--- src/rtl/snos_fmt_serializer_pkg.sv ---
// Shared types for the PCM serializer: output format encoding and word-length clamp.
// No logic; no latency or backpressure of its own.
package snos_fmt_serializer_pkg;

  typedef enum logic [1:0] {
    FMT_I2S = 2'd0,
    FMT_LJ  = 2'd1,
    FMT_RJ  = 2'd2
  } FMT;

  localparam int BITS_MIN = 16;

  function automatic logic [5:0] clamp_bits(input logic [5:0] b, input int sw);
    if (int'(b) < BITS_MIN) return 6'(BITS_MIN);
    if (int'(b) > sw) return 6'(sw);
    return b;
  endfunction

endpackage

--- src/rtl/snos_sync_fifo.sv ---
// Single-clock FIFO, register storage read at the head pointer; write visible to a pop next cycle.
// Writes are dropped while full and pops ignored while empty; caller gates with full/empty.
module snos_sync_fifo #(
  parameter int WIDTH = 8,
  parameter int DEPTH = 4
) (
  input  logic             clk,
  input  logic             resetn,
  input  logic             wr_vld,
  input  logic [WIDTH-1:0] wr_dat,
  input  logic             rd_pop,
  output logic [WIDTH-1:0] rd_dat,
  output logic             full,
  output logic             empty
);

  localparam int AW = (DEPTH > 1) ? $clog2(DEPTH) : 1;

  logic [WIDTH-1:0] mem [DEPTH];
  logic [AW:0]      wr_ptr;
  logic [AW:0]      rd_ptr;
  logic             do_wr;
  logic             do_rd;

  // Extra MSB on each pointer separates full from empty when the indices match.
  assign empty  = (wr_ptr == rd_ptr);
  assign full   = (wr_ptr[AW] != rd_ptr[AW]) && (wr_ptr[AW-1:0] == rd_ptr[AW-1:0]);
  assign do_wr  = wr_vld && !full;
  assign do_rd  = rd_pop && !empty;
  assign rd_dat = mem[rd_ptr[AW-1:0]];

  always_ff @(posedge clk or negedge resetn) begin
    if (!resetn) begin
      wr_ptr <= '0;
      rd_ptr <= '0;
    end else begin
      if (do_wr) wr_ptr <= wr_ptr + 1'b1;
      if (do_rd) rd_ptr <= rd_ptr + 1'b1;
    end
  end

  always_ff @(posedge clk) begin
    if (do_wr) mem[wr_ptr[AW-1:0]] <= wr_dat;
  end

endmodule

--- src/rtl/snos_fmt_serializer.sv ---
// Multi-line I2S/LJ/RJ serializer with generated bck/lrck; a buffered frame starts at the next frame start.
// ready drops only when the frame FIFO is full; an empty FIFO at frame start sends zeros and flags underrun.
module snos_fmt_serializer
  import snos_fmt_serializer_pkg::*;
#(
  parameter int PAIRS      = 2,
  parameter int SW         = 32,
  parameter int SLOT       = 32,
  parameter int BCK_HALF   = 4,
  parameter int FIFO_DEPTH = 4
) (
  input  logic                  clk,
  input  logic                  resetn,
  input  logic [2*PAIRS*SW-1:0] data,
  input  logic                  valid,
  output logic                  ready,
  input  logic                  en,
  input  FMT                    fmt,
  input  logic [5:0]            bits,
  input  logic                  mute,
  output logic                  bck,
  output logic                  lrck,
  output logic [PAIRS-1:0]      sdata,
  output logic                  underrun
);

  localparam int FW   = 2*PAIRS*SW;
  localparam int DIVW = (BCK_HALF > 1) ? $clog2(BCK_HALF) : 1;
  localparam int CW   = $clog2(2*SLOT);
  localparam int OW   = CW + 1;
  localparam logic [DIVW-1:0] DIV_LAST = DIVW'(BCK_HALF-1);
  localparam logic [CW-1:0]   LAST     = CW'(2*SLOT-1);
  localparam logic [CW-1:0]   SLOT_C   = CW'(SLOT);
  localparam logic [CW-1:0]   SLOT_M1  = CW'(SLOT-1);

  logic [FW-1:0]             fifo_dat;
  logic                      fifo_full;
  logic                      fifo_empty;

  logic [DIVW-1:0]           div_cnt;
  logic [CW-1:0]             bit_cnt;
  logic                      started;
  FMT                        cfg_fmt;
  logic [5:0]                cfg_bits;
  logic                      cfg_mute;
  logic [PAIRS-1:0][SW-1:0]  sr_l;
  logic [PAIRS-1:0][SW-1:0]  sr_r;

  logic                      wrap;
  logic                      fall_tick;
  logic                      frame_start;
  logic [CW-1:0]             bit_nxt;
  logic [CW-1:0]             b_pos;
  logic                      chan;
  logic [OW-1:0]             off;
  logic                      in_word;
  FMT                        nxt_fmt;
  logic [5:0]                nxt_bits;
  logic                      nxt_mute;
  logic                      lrck_nxt;
  logic [PAIRS-1:0][SW-1:0]  cur_l;
  logic [PAIRS-1:0][SW-1:0]  cur_r;
  logic [PAIRS-1:0]          sdata_nxt;

  assign ready = !fifo_full && resetn;

  snos_sync_fifo #(
    .WIDTH (FW),
    .DEPTH (FIFO_DEPTH)
  ) u_fifo (
    .clk    (clk),
    .resetn (resetn),
    .wr_vld (valid && ready),
    .wr_dat (data),
    .rd_pop (frame_start),
    .rd_dat (fifo_dat),
    .full   (fifo_full),
    .empty  (fifo_empty)
  );

  always_comb begin
    wrap      = en && (div_cnt == DIV_LAST);
    fall_tick = wrap && bck;
    bit_nxt   = (!started || bit_cnt == LAST) ? '0 : bit_cnt + CW'(1);
    // The first fall after enable always opens a fresh frame at bit 0.
    frame_start = fall_tick && (!started || bit_nxt == '0);

    nxt_fmt  = frame_start ? fmt : cfg_fmt;
    nxt_bits = frame_start ? clamp_bits(bits, SW) : cfg_bits;
    nxt_mute = frame_start ? mute : cfg_mute;

    cur_l = sr_l;
    cur_r = sr_r;
    if (frame_start) begin
      for (int p = 0; p < PAIRS; p++) begin
        cur_l[p] = (fifo_empty || nxt_mute) ? '0 : fifo_dat[(2*p+2)*SW-1 -: SW];
        cur_r[p] = (fifo_empty || nxt_mute) ? '0 : fifo_dat[(2*p+1)*SW-1 -: SW];
      end
    end

    chan    = (bit_nxt >= SLOT_C);
    b_pos   = chan ? bit_nxt - SLOT_C : bit_nxt;
    off     = (nxt_fmt == FMT_RJ) ? OW'(SLOT) - OW'(nxt_bits) : '0;
    in_word = (OW'(b_pos) >= off) && (OW'(b_pos) < off + OW'(nxt_bits));

    if (nxt_fmt == FMT_I2S) lrck_nxt = (bit_nxt >= SLOT_M1) && (bit_nxt < LAST);
    else                    lrck_nxt = chan;

    for (int p = 0; p < PAIRS; p++)
      sdata_nxt[p] = in_word && (chan ? cur_r[p][SW-1] : cur_l[p][SW-1]);
  end

  always_ff @(posedge clk or negedge resetn) begin
    if (!resetn) begin
      div_cnt  <= '0;
      bit_cnt  <= '0;
      started  <= 1'b0;
      bck      <= 1'b0;
      lrck     <= 1'b0;
      sdata    <= '0;
      underrun <= 1'b0;
      cfg_fmt  <= FMT_I2S;
      cfg_bits <= 6'(BITS_MIN);
      cfg_mute <= 1'b0;
      sr_l     <= '0;
      sr_r     <= '0;
    end else if (!en) begin
      div_cnt  <= '0;
      bit_cnt  <= '0;
      started  <= 1'b0;
      bck      <= 1'b0;
      lrck     <= 1'b0;
      sdata    <= '0;
      underrun <= 1'b0;
    end else begin
      underrun <= frame_start && fifo_empty;
      div_cnt  <= wrap ? '0 : div_cnt + DIVW'(1);
      if (wrap) bck <= !bck;
      if (fall_tick) begin
        bit_cnt  <= bit_nxt;
        started  <= 1'b1;
        cfg_fmt  <= nxt_fmt;
        cfg_bits <= nxt_bits;
        cfg_mute <= nxt_mute;
        lrck     <= lrck_nxt;
        sdata    <= sdata_nxt;
        // Only the channel currently emitting a word bit advances its shift register.
        for (int p = 0; p < PAIRS; p++) begin
          sr_l[p] <= (in_word && !chan) ? {cur_l[p][SW-2:0], 1'b0} : cur_l[p];
          sr_r[p] <= (in_word &&  chan) ? {cur_r[p][SW-2:0], 1'b0} : cur_r[p];
        end
      end
    end
  end

endmodule
--- config.mk ---
export PLATFORM = sky130hd
export DESIGN_NAME = snos_fmt_serializer
export DESIGN_NICKNAME = d
export VERILOG_FILES = /design/src/rtl/snos_fmt_serializer_pkg.sv /design/src/rtl/snos_sync_fifo.sv /design/src/rtl/snos_fmt_serializer.sv
export SDC_FILE = /design/constraint.sdc
export NUM_CORES = 1
export LEC_CHECK = 0
export ABC_AREA = 0
export BUFFER_PORTS_ARGS = -buffer_cell sky130_fd_sc_hd__buf_2
export CAP_MARGIN = 20
export CORE_AREA = 2 2 369 261
export CTS_CLUSTER_SIZE = 30
export DETAILED_ROUTE_END_ITERATION = 16
export DIE_AREA = 0 0 371 263
export PLACE_DENSITY = 0.48
export SYNTH_ARGS = -nofsm -noshare
export SYNTH_HDL_FRONTEND = slang
export SYNTH_SLANG_ARGS = --single-unit
--- constraint.sdc ---
create_clock -name clk -period 7.6 [get_ports clk]
set_input_delay 0.38 -clock clk [delete_from_list [all_inputs] [get_ports clk]]
set_output_delay 0.38 -clock clk [all_outputs]
set_load 0.02 [all_outputs]
==> results.yml <==
sta:
  hold_viol: 0
  fin_worst_skew_ns: 0.0198
  tightest_slew_ns: 1.11
  fin_hold_ws_ns: 0.0554
  min_period_over_period_pct: 85.1
  rsz0062_at_grt: "no"
  fin_crit_ns: 6.46
  maxSlewViolCount: 0
  slew_headroom_pct: 25.8
  setup_viol: 0
  fmax_mhz: 155
  fin_tns_setup_ns: 0
critical_path:
  crit_path_frequent_cell: "ha_1"
  crit_slowest_cell: "dfrtp_1"
  crit_arrival_ns: 6.98
  critical_path_class: "register to register"
  critPathTopFamily: "simple AND/OR/NAND/NOR gates"
  path_max_fanout: 45
  crit_buf_inv: 3
  required_ns: 8.11
  max_stage_delay_ns: 0.49
  end_kind: "register"
  cp-start-kind: "register"
logic_synthesis:
  postSynthCellCount: 1761
  yosys.area.top_type_share_pct: 54.8
  synth-simple-area-share_pct: 4.03
  yosysWarnings: 0
  ys_seq_area_share_pct: 68.8
  synth_edf_count: 512
  netlist-cell-type-count: 72
  synth_ff_type: "edfxtp_1"
  synth_xor_xnor_area_share_pct: 0.562
  ys_async_sr_fraction_pct: 23.4
  synth_seq_cells: 668
  synthAdderAreaFrac_pct: 0.937
  synth_top_family_by_area: "compound AO/OA/AOI/OAI gates"
  synth_area_leader_cell: "edfxtp_1"
  synth_mux_area_share_pct: 11.0
  synth_compound_area_share_pct: 12.1
  avgSynthCellArea_sq_um: 15.9
  synth_area_leaders: "edfxtp_1 (55%), dfrtp_1 (14%), mux4_2 (10%)"
  syn_area_sq_um: 28000
cells_and_area:
  stdcell_count: 3318
  post-route-util_pct: 36.0
  layout_common_cells: "edfxtp_1 (512), o21ai_0 (215), nand2_1 (156)"
  syn_to_final_growth_pct: 20.3
  finalNetCount: 2171
  final_common_cell: "edfxtp_1"
  drive_gt1_share_pct: 21.8
routing:
  drt-initial-drc-count: 1162
  drt_pass1_iterations: 5
  ant_nets: 0
  drc: 0
  vias: 16600
  wl_per_cell_um: 21.0
  wl_mm: 69.6
  via_per_inst: 5.01
die:
  die_x_um: 371
  pin_count: 147
  die_area_sq_um: 97600
  rows: 94
  core_sq_um: 93700
  die_y_um: 263
  initial_core_util_pct: 29.9
cts:
  cts.clk_slew.worst_paths_ns: 0.06
  cts_sinks: 668
  cts_max_level: 3
  clockRootBuffer: "clkbuf_16"
  cts_made_buffers: 73
  post_cts.repair.setup_buffers: 0
  clock_latency_ns: 0.63
  clockBufferDepth: 3
  tritoncts: "built"
  cts_resized: 0
  holdBufCountCts: 130
placed_design:
  io_buffer_count: 146
  hpwl_mm: 40.4
  place_inst: 3051
  routabilityCongestion: 0.799
global_routing:
  antenna_found_initial: 14
  grt_max_degree: 250
  grt_pass1_vias: 16900
  grt.total_usage_pct: 14.3
  grt_pass1_wl_mm: 106
  grt_overflow: 0
power_and_ir_drop:
  power.density_nw_per_um2: 281
  p_leak_uw: 0.0117
  vdd_drop_max_v: 0.000153
  p_total_uw: 9480
job:
  maxCapViolCount: 0
status:
  status: "finished clean"
hold_path:
  hold_path.class: "input pin to register"
[routing by layer]
layer | track usage, % | part of all wire (%)
met2 | 21.3 | 44
met3 | 3.27 | 5.6
met4 | 3.41 | 2.0
met5 | 0 | 0.20
met1 | 20.9 | 48
[worst paths after layout]
kind | from | end | slack (ns) | depth (start not counted)
hold / removal | data[38] | u_fifo.mem[3][38] | 0.06 | 1
setup reg to reg | bit_cnt[0] | sr_r[39] | 1.14 | 26
hold reg to reg | div_cnt[0] | div_cnt[0] | 0.44 | 1
min in group asynchronous | resetn | cfg_bits[1] | 0.24 | 2
setup / recovery | bit_cnt[0] | sr_r[39] | 1.14 | 26
max in group asynchronous | resetn | sr_l[10] | 5.56 | 5
[synth_stat cells (6+ instances only)]
library cell    n
edfxtp_1      512
o21ai_0       215
nand2_1       156
dfrtp_1       155
mux4_2        128
a22oi_1       115
o21a_1         99
clkbuf_1       89
ha_1           21
a21oi_1        20
nor2_1         20
nand3_1        17
buf_2          16
inv_1          16
buf_6          11
a221o_1        10
o21ai_1         9
xnor2_1         9
xor2_1          9
buf_1           8
nor3_1          8
a22o_1          7
mux2i_1         7
and3_1          6
o31ai_1         6
[report_power, final]
| group | internal (uW) | leakage (uW) | switching (uW) | total [uW] |
|---|---|---|---|---|
| logic | 550 | 0.00388 | 754 | 1300 |
| registers | 4400 | 0.00658 | 155 | 4560 |
| clock network | 2150 | 0.00120 | 1470 | 3620 |
[registers in the layout, indices dropped and copies added, names as in the netlist, 2 cells and up]
| name | cells |
|---|---|
| cfg_bits | 6 |
| u_fifo.wr_ptr | 3 |
| bit_cnt | 6 |
| sr_l | 64 |
| u_fifo.mem | 512 |
| cfg_fmt | 2 |
| sr_r | 64 |
| sdata | 2 |
| div_cnt | 2 |
| u_fifo.rd_ptr | 3 |
[per-stage QoR]
step	worst slack [ns]	area, sq um
2_1_floorplan	1.61	28000
3_3_place_gp	1.35	30000
3_5_place_dp	1.22	30000
4_1_cts	1.18	33700
5_1_grt	0.636	33700
6_report	1.14	33700
[cells by family (layout without fill, tap and decap cells)]
kind of cell,Yosys count,in the layout
buffers and inverters,147,453
AND/OR/NAND/NOR,243,243
multiplexers,146,146
AO/OA/AOI/OAI,517,517
other,1,4
XOR/XNOR,18,18
adder cells (fa/ha/maj),21,21
flip-flops,668,668
[final cells by class]
| class | instances | area (sq um) |
|---|---|---|
| fillers | 8843 | 60000 |
| repair buffers | 303 | 2290 |
| diodes | 2 | 5.00 |
| flip-flops and latches | 668 | 19300 |
| inverters | 16 | 60.1 |
| clock inverters | 40 | 468 |
| multi-input cells | 947 | 8090 |
| well taps | 1248 | 1560 |
| clock buffers | 94 | 1970 |
(Power assumes the default switching activity.)
